[config.mk]
export PLATFORM = sky130hd
export DESIGN_NAME = serial_receiver
export DESIGN_NICKNAME = d
export VERILOG_FILES = /design/src/rtl/serial_receiver.sv
export SDC_FILE = /design/constraint.sdc
export NUM_CORES = 1
export LEC_CHECK = 0
export ABC_AREA = 1
export BUFFER_PORTS_ARGS = -buffer_cell sky130_fd_sc_hd__clkbuf_2
export CAP_MARGIN = 25
export CELL_PAD_IN_SITES_DETAIL_PLACEMENT = 2
export CELL_PAD_IN_SITES_GLOBAL_PLACEMENT = 2
export CORE_ASPECT_RATIO = 1.25
export CORE_MARGIN = 2
export CORE_UTILIZATION = 28
export DETAILED_ROUTE_END_ITERATION = 12
export PLACE_DENSITY_LB_ADDON = 0.1
export SLEW_MARGIN = 20
export SYNTH_ARGS = -nofsm -noshare
export SYNTH_HDL_FRONTEND = slang
export SYNTH_SLANG_ARGS = --single-unit
export TNS_END_PERCENT = 100
[constraint.sdc]
create_clock -name clk -period 1.2 [get_ports clk]
set_clock_uncertainty 0.1 [all_clocks]
set_input_delay 0.12 -clock clk [delete_from_list [all_inputs] [get_ports clk]]
set_output_delay 0.12 -clock clk [all_outputs]
set_load 0.02 [all_outputs]
[src/rtl/serial_receiver.sv]
// Deserializer for the single-wire frame: idle 0, start bit 1, DATA_BITS data bits LSB first, stop bit 0.
// The line shares the receiver clock, so rxd is sampled directly with no synchronizer.
module serial_receiver #(
  parameter int DATA_BITS    = 8,
  parameter int CLKS_PER_BIT = 1
) (
  input  logic                 clk,
  input  logic                 rst,
  input  logic                 rxd,
  output logic [DATA_BITS-1:0] data,
  output logic                 valid,
  output logic                 frame_err,
  output logic                 busy
);

  localparam int HALF  = (CLKS_PER_BIT - 1) / 2;
  localparam int CYC_W = (CLKS_PER_BIT > 1) ? $clog2(CLKS_PER_BIT) : 1;
  localparam int BIT_W = $clog2(DATA_BITS + 1);

  localparam logic [CYC_W-1:0] CYC_LAST  = CYC_W'(CLKS_PER_BIT - 1);
  localparam logic [CYC_W-1:0] HALF_LAST = CYC_W'((HALF > 0) ? HALF - 1 : 0);
  localparam logic [BIT_W-1:0] BIT_LAST  = BIT_W'(DATA_BITS - 1);

  typedef enum logic [2:0] {
    WAIT_IDLE,
    IDLE,
    START,
    DATA,
    STOP
  } state_t;

  state_t               state, state_next;
  logic [CYC_W-1:0]     cyc_cnt, cyc_next;
  logic [BIT_W-1:0]     bit_cnt, bit_next;
  logic [DATA_BITS-1:0] shift_reg, shift_next;
  logic [DATA_BITS-1:0] data_next;
  logic                 valid_next, err_next;

  // NOTE: every signal gets a default before the case so no path leaves one unassigned (no latches).
  always_comb begin
    state_next = state;
    cyc_next   = cyc_cnt;
    bit_next   = bit_cnt;
    shift_next = shift_reg;
    data_next  = data;
    valid_next = 1'b0;
    err_next   = 1'b0;

    case (state)
      WAIT_IDLE: begin
        if (!rxd) state_next = IDLE;
      end

      IDLE: begin
        if (rxd) begin
          cyc_next   = '0;
          bit_next   = '0;
          // At one clock per bit there is no mid-bit re-sample, so the start is confirmed here.
          state_next = (HALF == 0) ? DATA : START;
        end
      end

      START: begin
        if (cyc_cnt == HALF_LAST) begin
          cyc_next   = '0;
          state_next = rxd ? DATA : IDLE;
        end else begin
          cyc_next = cyc_cnt + CYC_W'(1);
        end
      end

      DATA: begin
        if (cyc_cnt == CYC_LAST) begin
          cyc_next = '0;
          for (int i = 0; i < DATA_BITS; i++) begin
            if (bit_cnt == BIT_W'(i)) shift_next[i] = rxd;
          end
          bit_next = bit_cnt + BIT_W'(1);
          if (bit_cnt == BIT_LAST) state_next = STOP;
        end else begin
          cyc_next = cyc_cnt + CYC_W'(1);
        end
      end

      STOP: begin
        if (cyc_cnt == CYC_LAST) begin
          cyc_next = '0;
          if (!rxd) begin
            data_next  = shift_reg;
            valid_next = 1'b1;
            state_next = IDLE;
          end else begin
            // A stuck-high line must drop to 0 before the next start can be trusted.
            err_next   = 1'b1;
            state_next = WAIT_IDLE;
          end
        end else begin
          cyc_next = cyc_cnt + CYC_W'(1);
        end
      end

      default: state_next = WAIT_IDLE;
    endcase
  end

  // NOTE: sequential state uses non-blocking assignments so every register sees pre-edge values.
  always_ff @(posedge clk) begin
    if (rst) begin
      state     <= WAIT_IDLE;
      cyc_cnt   <= '0;
      bit_cnt   <= '0;
      shift_reg <= '0;
      data      <= '0;
      valid     <= 1'b0;
      frame_err <= 1'b0;
    end else begin
      state     <= state_next;
      cyc_cnt   <= cyc_next;
      bit_cnt   <= bit_next;
      shift_reg <= shift_next;
      data      <= data_next;
      valid     <= valid_next;
      frame_err <= err_next;
    end
  end

  assign busy = (state == START) || (state == DATA) || (state == STOP);

endmodule

==> flow_summary.toml, run 1 <==
[sta]
fin_crit_sh_pct = 104.5
rsz0062_at_grt = "true"
setup_slack_ps = -54.56
setup_violations = 3
hold_violations = 0
worst_pin_slew_ps = 441.2
timing.fmax_ghz = 0.7971
fin_crit_ps = 1255
report.final.slew_viol_count = 0
max-slew-margin-rel_pct = 70.56

[route]
route.met2.wl_mm = 2.030
vias = 1195
antenna_left = 0
drc = 0
met1_length_mm = 1.552
drt_pre_antenna_iters = 3
wl_met3_um = 67
drtIter0Drc = 23
detail_route.wl_per_cell_um = 14.33
wirelength_mm = 3.668
drt-vias-per-instance = 4.668
top_layer = "met4"

[global_route]
antenna_found_initial = 0
grt_use_total_pct = 15.85
overflow = 0
first_global_vias = 1266
grt_start_max_net_pins = 14
grt_pass1_wl_mm = 6.147

[setup_path]
cp-endpoint = "busy"
endpoint_kind = "primary output"
reg2regPathDepth = 6
required_ps = 980
reg2reg_to = "shift_reg[3]$_SDFFE_PP0P_"
cp.arrival_ps = 1030
path_class = "reg2out"
crit_start = "state[2]$_SDFFE_PP0P_"
cp_max_fo = 5
reg2reg_slack_ps = -10
crit_path_start_kind = "register"
rr_startpoint = "bit_cnt[3]$_SDFFE_PP0P_"

[layout]
layout.nets = 208
drive_gt1_share_pct = 40.50
area_growth_pct = 42.87
num_antenna_cells = 0
design_area_mm2 = 0.001718
final_cell_mix = "nand2_1, nor2_1, dfxtp_1"
final_common_cell = "nand2_1"

[synth]
avgSynthCellArea_um2 = 7.200
synth_top_family_by_area = "simple AND/OR/NAND/NOR gates"
syn-instance-count = 167
synth-simple-area-share_pct = 41.52
yosysWarnings = 0
synthDistinctLibCells = 22
ys_ff_latch = 25
synth.yosys.seq_area_share_pct = 41.62
synthAdderAreaFrac_pct = 4.162
synthXorXnorAreaFrac_pct = 0.7284
synthMuxAreaShare_pct = 0
syn-num-nets = 174
synth_compound_area_share_pct = 5.827
synth_area_mm2 = 0.001202

[pwr]
power.density_mw_per_mm2 = 903.7
ir_worst_vdd_uv = 356.0
p_leak_nw = 0.6511

[die]
die_h_um = 77.27
io_pins = 14
start_util_pct = 29.33
core-area_mm2 = 0.004099
die_w_um = 62.61
die-area_mm2 = 0.004838
rows = 26

[status]
violations = "negative setup slack"
status = "finished with violations"

[clocking]
path_clk_slew_ps = 90
holdBufCountCts = 0
clock_latency_ps = 260
cts_tree = "built"
cts-root-buf = "clkbuf_8"
clock-sinks = 25
cts_max_path_buffers = 2
numCtsBuffers = 3
h-tree-depth = 1

[place]
portBuffers = 13
dp_hpwl_mm = 2.700
placed_area_mm2 = 0.001433
post-place-ws_ps = -110.1
place.gp.congestion = 0.7709

[hold_path]
worstHoldPathType = "in2reg"

[run]
max_cap_viol_count = 0
## metal layers
metal,vias up,global-route usage [%]
met2,12,30.32
met1,573,18.54
met3,2,2.053
met5,-,0
met4,0,3.333
li1,608,-
## cell families after synthesis
kind of cell	after synthesis
AOI/OAI and AO/OA	14
xor gates and xnor gates	1
adders and majority gates	4
buffers and inverters	17
DFF	25
and+or+nand+nor	106
## metrics by stage
stage / cells / util (%) / power [mW] / hold slack, ps / TNS [ps]
2_1_floorplan: 167 / - / 0.9601 / 89.07 / 0
3_3_place_gp: 247 / 34.95 / 1.021 / 348.4 / -62.18
3_5_place_dp: 247 / 34.95 / 1.027 / 357.3 / -537.1
4_1_cts: 255 / 38.64 / 1.558 / 66.86 / -85.58
5_1_grt: 256 / 41.91 / 1.637 / 113.0 / -832.4
6_report: 256 / 41.91 / 1.552 / 88.22 / -64.92
## where the power goes
group | internal (mW) | leakage [nW] | total, mW | switching, mW
combinational | 0.0837 | 0.422 | 0.208 | 0.124
clock | 0.237 | 0.0228 | 0.499 | 0.262
sequential | 0.831 | 0.206 | 0.845 | 0.0144
total | 1.15 | 0.651 | 1.55 | 0.401
## critical path, stage by stage, from the launching register on
cell and delay (ps):
dfxtp_4 370, buf_4 140, nand2_2 70, o21ai_2 50, clkbuf_8 140
## cells in the mapped netlist, drive strengths merged
library cell	instances	area share, %
a21oi	11	4.6
buf	4	2.1
clkbuf	1	0.31
dfxtp	25	42
ha	4	4.2
inv	12	3.7
nand2	48	16
nand3	6	4.0
nand4	14	7.3
nor2	36	14
nor3	2	0.83
o21ai	3	1.2
xor2	1	0.73
## cell type report
| type | instances | area (um2) |
|---|---|---|
| Clock buffer | 4 | 45.04 |
| Fill cell | 489 | 2381 |
| Sequential cell | 25 | 521.8 |
| Inverter | 12 | 52.55 |
| Multi-Input combinational cell | 126 | 789.5 |
| Tap cell | 56 | 70.07 |
| Timing Repair Buffer | 33 | 239.0 |
## what timing repair did
action / 4_1_cts / 5_1_grt
pin swaps: 4 / 16
setup buffers: 3 / 1
setup endpoints to repair: 18 / 24
gates cloned: 1 / 0
resized for setup: 24 / 33
## worst min path at each step
stage,from,end,slack (ps),depth (start not counted)
3_5_place_dp,data[0]$_SDFFE_PP0P_,data[0]$_SDFFE_PP0P_,360,2
2_1_floorplan,rst,data[7]$_SDFFE_PP0P_,90,1
3_3_place_gp,data[3]$_SDFFE_PP0P_,data[3]$_SDFFE_PP0P_,350,2
6_report,rxd,state[1]$_SDFFE_PP0P_,90,3
4_1_cts,rxd,state[1]$_SDFFE_PP0P_,70,3
5_1_grt,rxd,state[1]$_SDFFE_PP0P_,110,3
No activity file was read; power rests on OpenSTA's default activity.
==> run 2, diff against run 1 <==
--- a/config.mk
+++ b/config.mk
@@ -6,13 +6,13 @@
 export NUM_CORES = 1
 export LEC_CHECK = 0
 export ABC_AREA = 1
-export BUFFER_PORTS_ARGS = -buffer_cell sky130_fd_sc_hd__clkbuf_2
+export BUFFER_PORTS_ARGS = -buffer_cell sky130_fd_sc_hd__buf_2
 export CAP_MARGIN = 25
 export CELL_PAD_IN_SITES_DETAIL_PLACEMENT = 2
 export CELL_PAD_IN_SITES_GLOBAL_PLACEMENT = 2
 export CORE_ASPECT_RATIO = 1.25
 export CORE_MARGIN = 2
-export CORE_UTILIZATION = 28
+export CORE_UTILIZATION = 32
 export DETAILED_ROUTE_END_ITERATION = 12
 export PLACE_DENSITY_LB_ADDON = 0.1
 export SLEW_MARGIN = 20
==> constraint.sdc (replaced) <==
create_clock -name clk -period 1.3 [get_ports clk]
set_clock_uncertainty 0.1 [all_clocks]
set_input_delay 0.13 -clock clk [delete_from_list [all_inputs] [get_ports clk]]
set_output_delay 0.13 -clock clk [all_outputs]
set_load 0.02 [all_outputs]
==> flow_summary.toml, run 2 (synthesized netlist as in run 1, its figures left out) <==
[setup_path]
crit_path_start_kind = "register"
max_stage_delay_ps = 370
cp_slowest_cell = "dfxtp_4"
required_ps = 1360
path_class = "reg2reg"
cp_max_fo = 7
cp.arrival_ps = 1390
cpMostUsedCell = "nand2_1"
crit_chain = "buf_6 > inv_6 > nand3_4 > nor2_2 > nand2_1 > nand2_1 > nor2_1"
endpoint_kind = "register"

[sta]
report.final.slew_viol_count = 0
max-slew-margin-rel_pct = 69.79
hold-worst-slack_ps = 107.0
rsz0062_at_grt = "true"
fin_crit_sh_pct = 102.3
timing.fmax_ghz = 0.7520
fin_crit_ps = 1330
hold_violations = 0
worst_pin_slew_ps = 452.7
setup_slack_ps = -29.80
setup_violations = 4

[pwr]
power.density_mw_per_mm2 = 864.6
ir_worst_vdd_uv = 276.3
p_leak_nw = 0.6758
finalPower_mw = 1.452

[clocking]
cts_max_path_buffers = 2
cts_tree = "built"
cts-root-buf = "clkbuf_8"
clock-sinks = 25
holdBufCountCts = 0
path_clk_slew_ps = 90
numCtsBuffers = 3
h-tree-depth = 1
clock_latency_ps = 270

[status]
status = "finished with violations"
violations = "design-rule violations, negative setup slack"

[layout]
register_area_um2 = 524.3
final_cell_mix = "nand2_1, nor2_1, dfxtp_1, buf_4, nand4_1"
fillers = 419
drive_gt1_share_pct = 37.13
multi_input_area_um2 = 743.2
final_common_cell = "nand2_1"
area_growth_pct = 39.65
num_antenna_cells = 0
layout.nets = 210

[die]
die_w_um = 58.83
rows = 24
die_h_um = 72.54
die-area_mm2 = 0.004267
core-area_mm2 = 0.003543
start_util_pct = 33.93
io_pins = 14

[hold_path]
worstHoldPathType = "in2reg"

[route]
antenna_left = 0
drc = 6
drt_pre_antenna_iters = 8
drt-vias-per-instance = 5.253
detail_route.wl_per_cell_um = 19.27
wirelength_mm = 4.645
drtIter0Drc = 39
vias = 1266

[global_route]
grt_start_max_net_pins = 15
overflow = 0
antenna_found_initial = 0
grt_use_total_pct = 20.42
first_global_vias = 1371
grt_pass1_wl_mm = 6.672

[place]
dp_hpwl_mm = 2.716
post-place-ws_ps = -109.5
portBuffers = 13
place.gp.congestion = 0.8345

[run]
max_cap_viol_count = 0
## run 2: layout make-up
cell class	count	share of cell area (%)
Multi-Input combinational cell	125	44.26
Sequential cell	25	31.22
Timing Repair Buffer	36	15.87
Inverter	12	2.981
Tap cell	39	2.906
Clock buffer	3	2.459
Clock inverter	1	0.2981
## run 2: metrics by stage
| step | util (%) | instance area [um2] | TNS [ps] | instances |
|---|---|---|---|---|
| 2_1_floorplan | - | 1202 | 0 | 167 |
| 3_3_place_gp | 38.24 | 1355 | -32.44 | 223 |
| 3_5_place_dp | 38.24 | 1355 | -184.3 | 223 |
| 4_1_cts | 42.06 | 1490 | -101.6 | 234 |
| 5_1_grt | 47.39 | 1679 | -615.6 | 241 |
| 6_report | 47.39 | 1679 | -79.89 | 241 |
## run 2: report_power, final
| group | internal, mW | switching, mW | leakage, nW |
|---|---|---|---|
| sequential | 0.765 | 0.0148 | 0.207 |
| combinational | 0.0751 | 0.121 | 0.444 |
| clock | 0.214 | 0.261 | 0.0255 |
## run 2: routing by layer
layer  GRT usage (%)  vias up  wire [um]
li1                -      612          -
met1           21.47      633       1845
met2           40.74       17       2617
met3           3.030        4        135
met4           5.051        0         46
met5               0        -          0
## run 2: worst paths after layout
kind | depth (start not counted) | to | start | slack (ps)
max | 7 | shift_reg[1]$_SDFFE_PP0P_ | state[2]$_SDFFE_PP0P_ | -30
min reg2reg | 2 | data[1]$_SDFFE_PP0P_ | data[1]$_SDFFE_PP0P_ | 360
min | 3 | state[1]$_SDFFE_PP0P_ | rxd | 110
max reg2reg | 7 | shift_reg[1]$_SDFFE_PP0P_ | state[2]$_SDFFE_PP0P_ | -30
## run 2: repair_timing
item | in CTS | in global routing
cloned | 0 | 0
pin swaps | 2 | 12
setup endpoints to repair | 8 | 17
buffers inserted | 7 | 8
resized for setup | 16 | 38
## run 2: worst max-delay path: cells and delay by family (launching register included)
family,cells,cell delay (ps)
and+or+nand+nor,5,570
DFF,1,370
buffers and inverters,2,180
==> run 3, diff against run 2 <==
--- a/config.mk
+++ b/config.mk
@@ -6,7 +6,7 @@
 export NUM_CORES = 1
 export LEC_CHECK = 0
 export ABC_AREA = 1
-export BUFFER_PORTS_ARGS = -buffer_cell sky130_fd_sc_hd__buf_2
+export BUFFER_PORTS_ARGS = -buffer_cell sky130_fd_sc_hd__clkbuf_2
 export CAP_MARGIN = 25
 export CELL_PAD_IN_SITES_DETAIL_PLACEMENT = 2
 export CELL_PAD_IN_SITES_GLOBAL_PLACEMENT = 2
==> flow_summary.toml, run 3 (synthesized netlist as in run 1, its figures left out) <==
[status]
status = "finished with violations"
violations = "design-rule violations, negative setup slack"

[die]
core-area_mm2 = 0.003543
die-area_mm2 = 0.004267
start_util_pct = 33.93
io_pins = 14
die_h_um = 72.54
die_w_um = 58.83
rows = 24

[setup_path]
reg2reg_to = "shift_reg[5]$_SDFFE_PP0P_"
reg2reg_slack_ps = -70
crit_path_start_kind = "register"
path_class = "reg2reg"
rr_startpoint = "state[0]$_SDFFE_PP0P_"
max_stage_delay_ps = 390
crit_start = "state[0]$_SDFFE_PP0P_"
reg2regPathDepth = 7
crit_chain = "buf_4 > nand2_8 > nor2_8 > buf_12 > nand4_1 > nand2_1 > nor2_1"
cp.arrival_ps = 1440
endpoint_kind = "register"
cp_slowest_cell = "dfxtp_4"
required_ps = 1370
cp-endpoint = "shift_reg[5]$_SDFFE_PP0P_"
cp_max_fo = 6

[sta]
worst_pin_slew_ps = 422.4
report.final.slew_viol_count = 0
setup_slack_ps = -72.83
timing.fmax_ghz = 0.7284
fin_crit_ps = 1373
hold_violations = 0
setup_violations = 5
fin_crit_sh_pct = 105.6
max-slew-margin-rel_pct = 71.81
rsz0062_at_grt = "true"

[layout]
fillers = 413
final_common_cell = "nand2_1"
final_cell_mix = "nand2_1, nor2_1, dfxtp_1"
area_growth_pct = 37.04
num_antenna_cells = 0
multi_input_area_um2 = 739.5
drive_gt1_share_pct = 35.53
instances_no_fill = 236
register_area_um2 = 524.3
layout.nets = 205

[clocking]
cts_tree = "built"
h-tree-depth = 1
clock_latency_ps = 270
path_clk_slew_ps = 90
clock-sinks = 25
cts-root-buf = "clkbuf_8"
numCtsBuffers = 3
cts_max_path_buffers = 2

[run]
max_cap_viol_count = 0

[route]
detail_route.wl_per_cell_um = 18.34
drtIter0Drc = 33
drt-vias-per-instance = 5.169
wirelength_mm = 4.328
drc = 6
drt_pre_antenna_iters = 8
antenna_left = 0
vias = 1220

[place]
place.gp.congestion = 0.8091
dp_hpwl_mm = 2.658
placed_cells = 223
post-place-ws_ps = -24.25
portBuffers = 13

[global_route]
antenna_found_initial = 0
grt_pass1_wl_mm = 6.223
grt_use_total_pct = 19.14
overflow = 0
grt_start_max_net_pins = 15
first_global_vias = 1354

[pwr]
p_leak_nw = 0.6357
ir_worst_vdd_uv = 375.3
power.density_mw_per_mm2 = 875.8

[hold_path]
worstHoldPathType = "in2reg"
-- run 3: per-stage QoR --
step	setup TNS, ps	power, mW	utilization (%)	hold slack (ps)	cell area (um2)
global placement	-23.39	0.9321	38.24	348.0	1355
global route	-836.2	1.504	46.50	129.7	1648
CTS	-4.144	1.440	42.23	82.44	1496
floorplan	0	0.8848	-	99.07	1202
detailed placement	-101.9	0.9401	38.24	354.8	1355
finish	-147.8	1.443	46.50	109.8	1648
-- run 3: critical path, delay by kind of cell (launching register included) --
| kind | cells | cell delay (ps) |
|---|---|---|
| buffers and inverters | 2 | 290 |
| AND/OR/NAND/NOR | 5 | 480 |
| flip-flops | 1 | 390 |
-- run 3: area by class of cell --
class,count,share of cell area [%]
multi-input combinational,125,44.87
sequential,25,31.81
timing repair buffer,31,14.35
inverter,12,3.189
tap,39,2.961
clock buffer,3,2.506
clock inverter,1,0.3037
-- run 3: worst min path at each step --
stage | startpoint | end | slack, ps | cells past startpoint
after floorplan | rst | data[7]$_SDFFE_PP0P_ | 100 | 1
after global placement | data[5]$_SDFFE_PP0P_ | data[5]$_SDFFE_PP0P_ | 350 | 2
after detailed placement | data[2]$_SDFFE_PP0P_ | data[2]$_SDFFE_PP0P_ | 350 | 2
after CTS | rxd | state[1]$_SDFFE_PP0P_ | 80 | 3
after global routing | rxd | state[1]$_SDFFE_PP0P_ | 130 | 3
final | rxd | state[1]$_SDFFE_PP0P_ | 110 | 3
-- run 3: report_power, final --
group	internal (mW)	switching (mW)	leakage, nW
clock	0.215	0.260	0.0255
sequential	0.765	0.0119	0.207
combinational	0.0724	0.119	0.403
total	1.05	0.391	0.636
-- run 3: what timing repair did --
item | CTS | global route
endpoints found under the setup margin | 12 | 23
setup buffers | 6 | 4
pin swaps | 1 | 9
gates resized for setup | 20 | 31
hold buffers | 0 | 0
-- run 3: layer usage --
| layer | global-route usage [%] | wire length (um) | vias up |
|---|---|---|---|
| met5 | 0 | 0 | - |
| met4 | 5.051 | 74 | 0 |
| met3 | 2.496 | 56 | 6 |
| met2 | 36.79 | 2480 | 15 |
| met1 | 21.45 | 1717 | 600 |
| li1 | - | - | 599 |
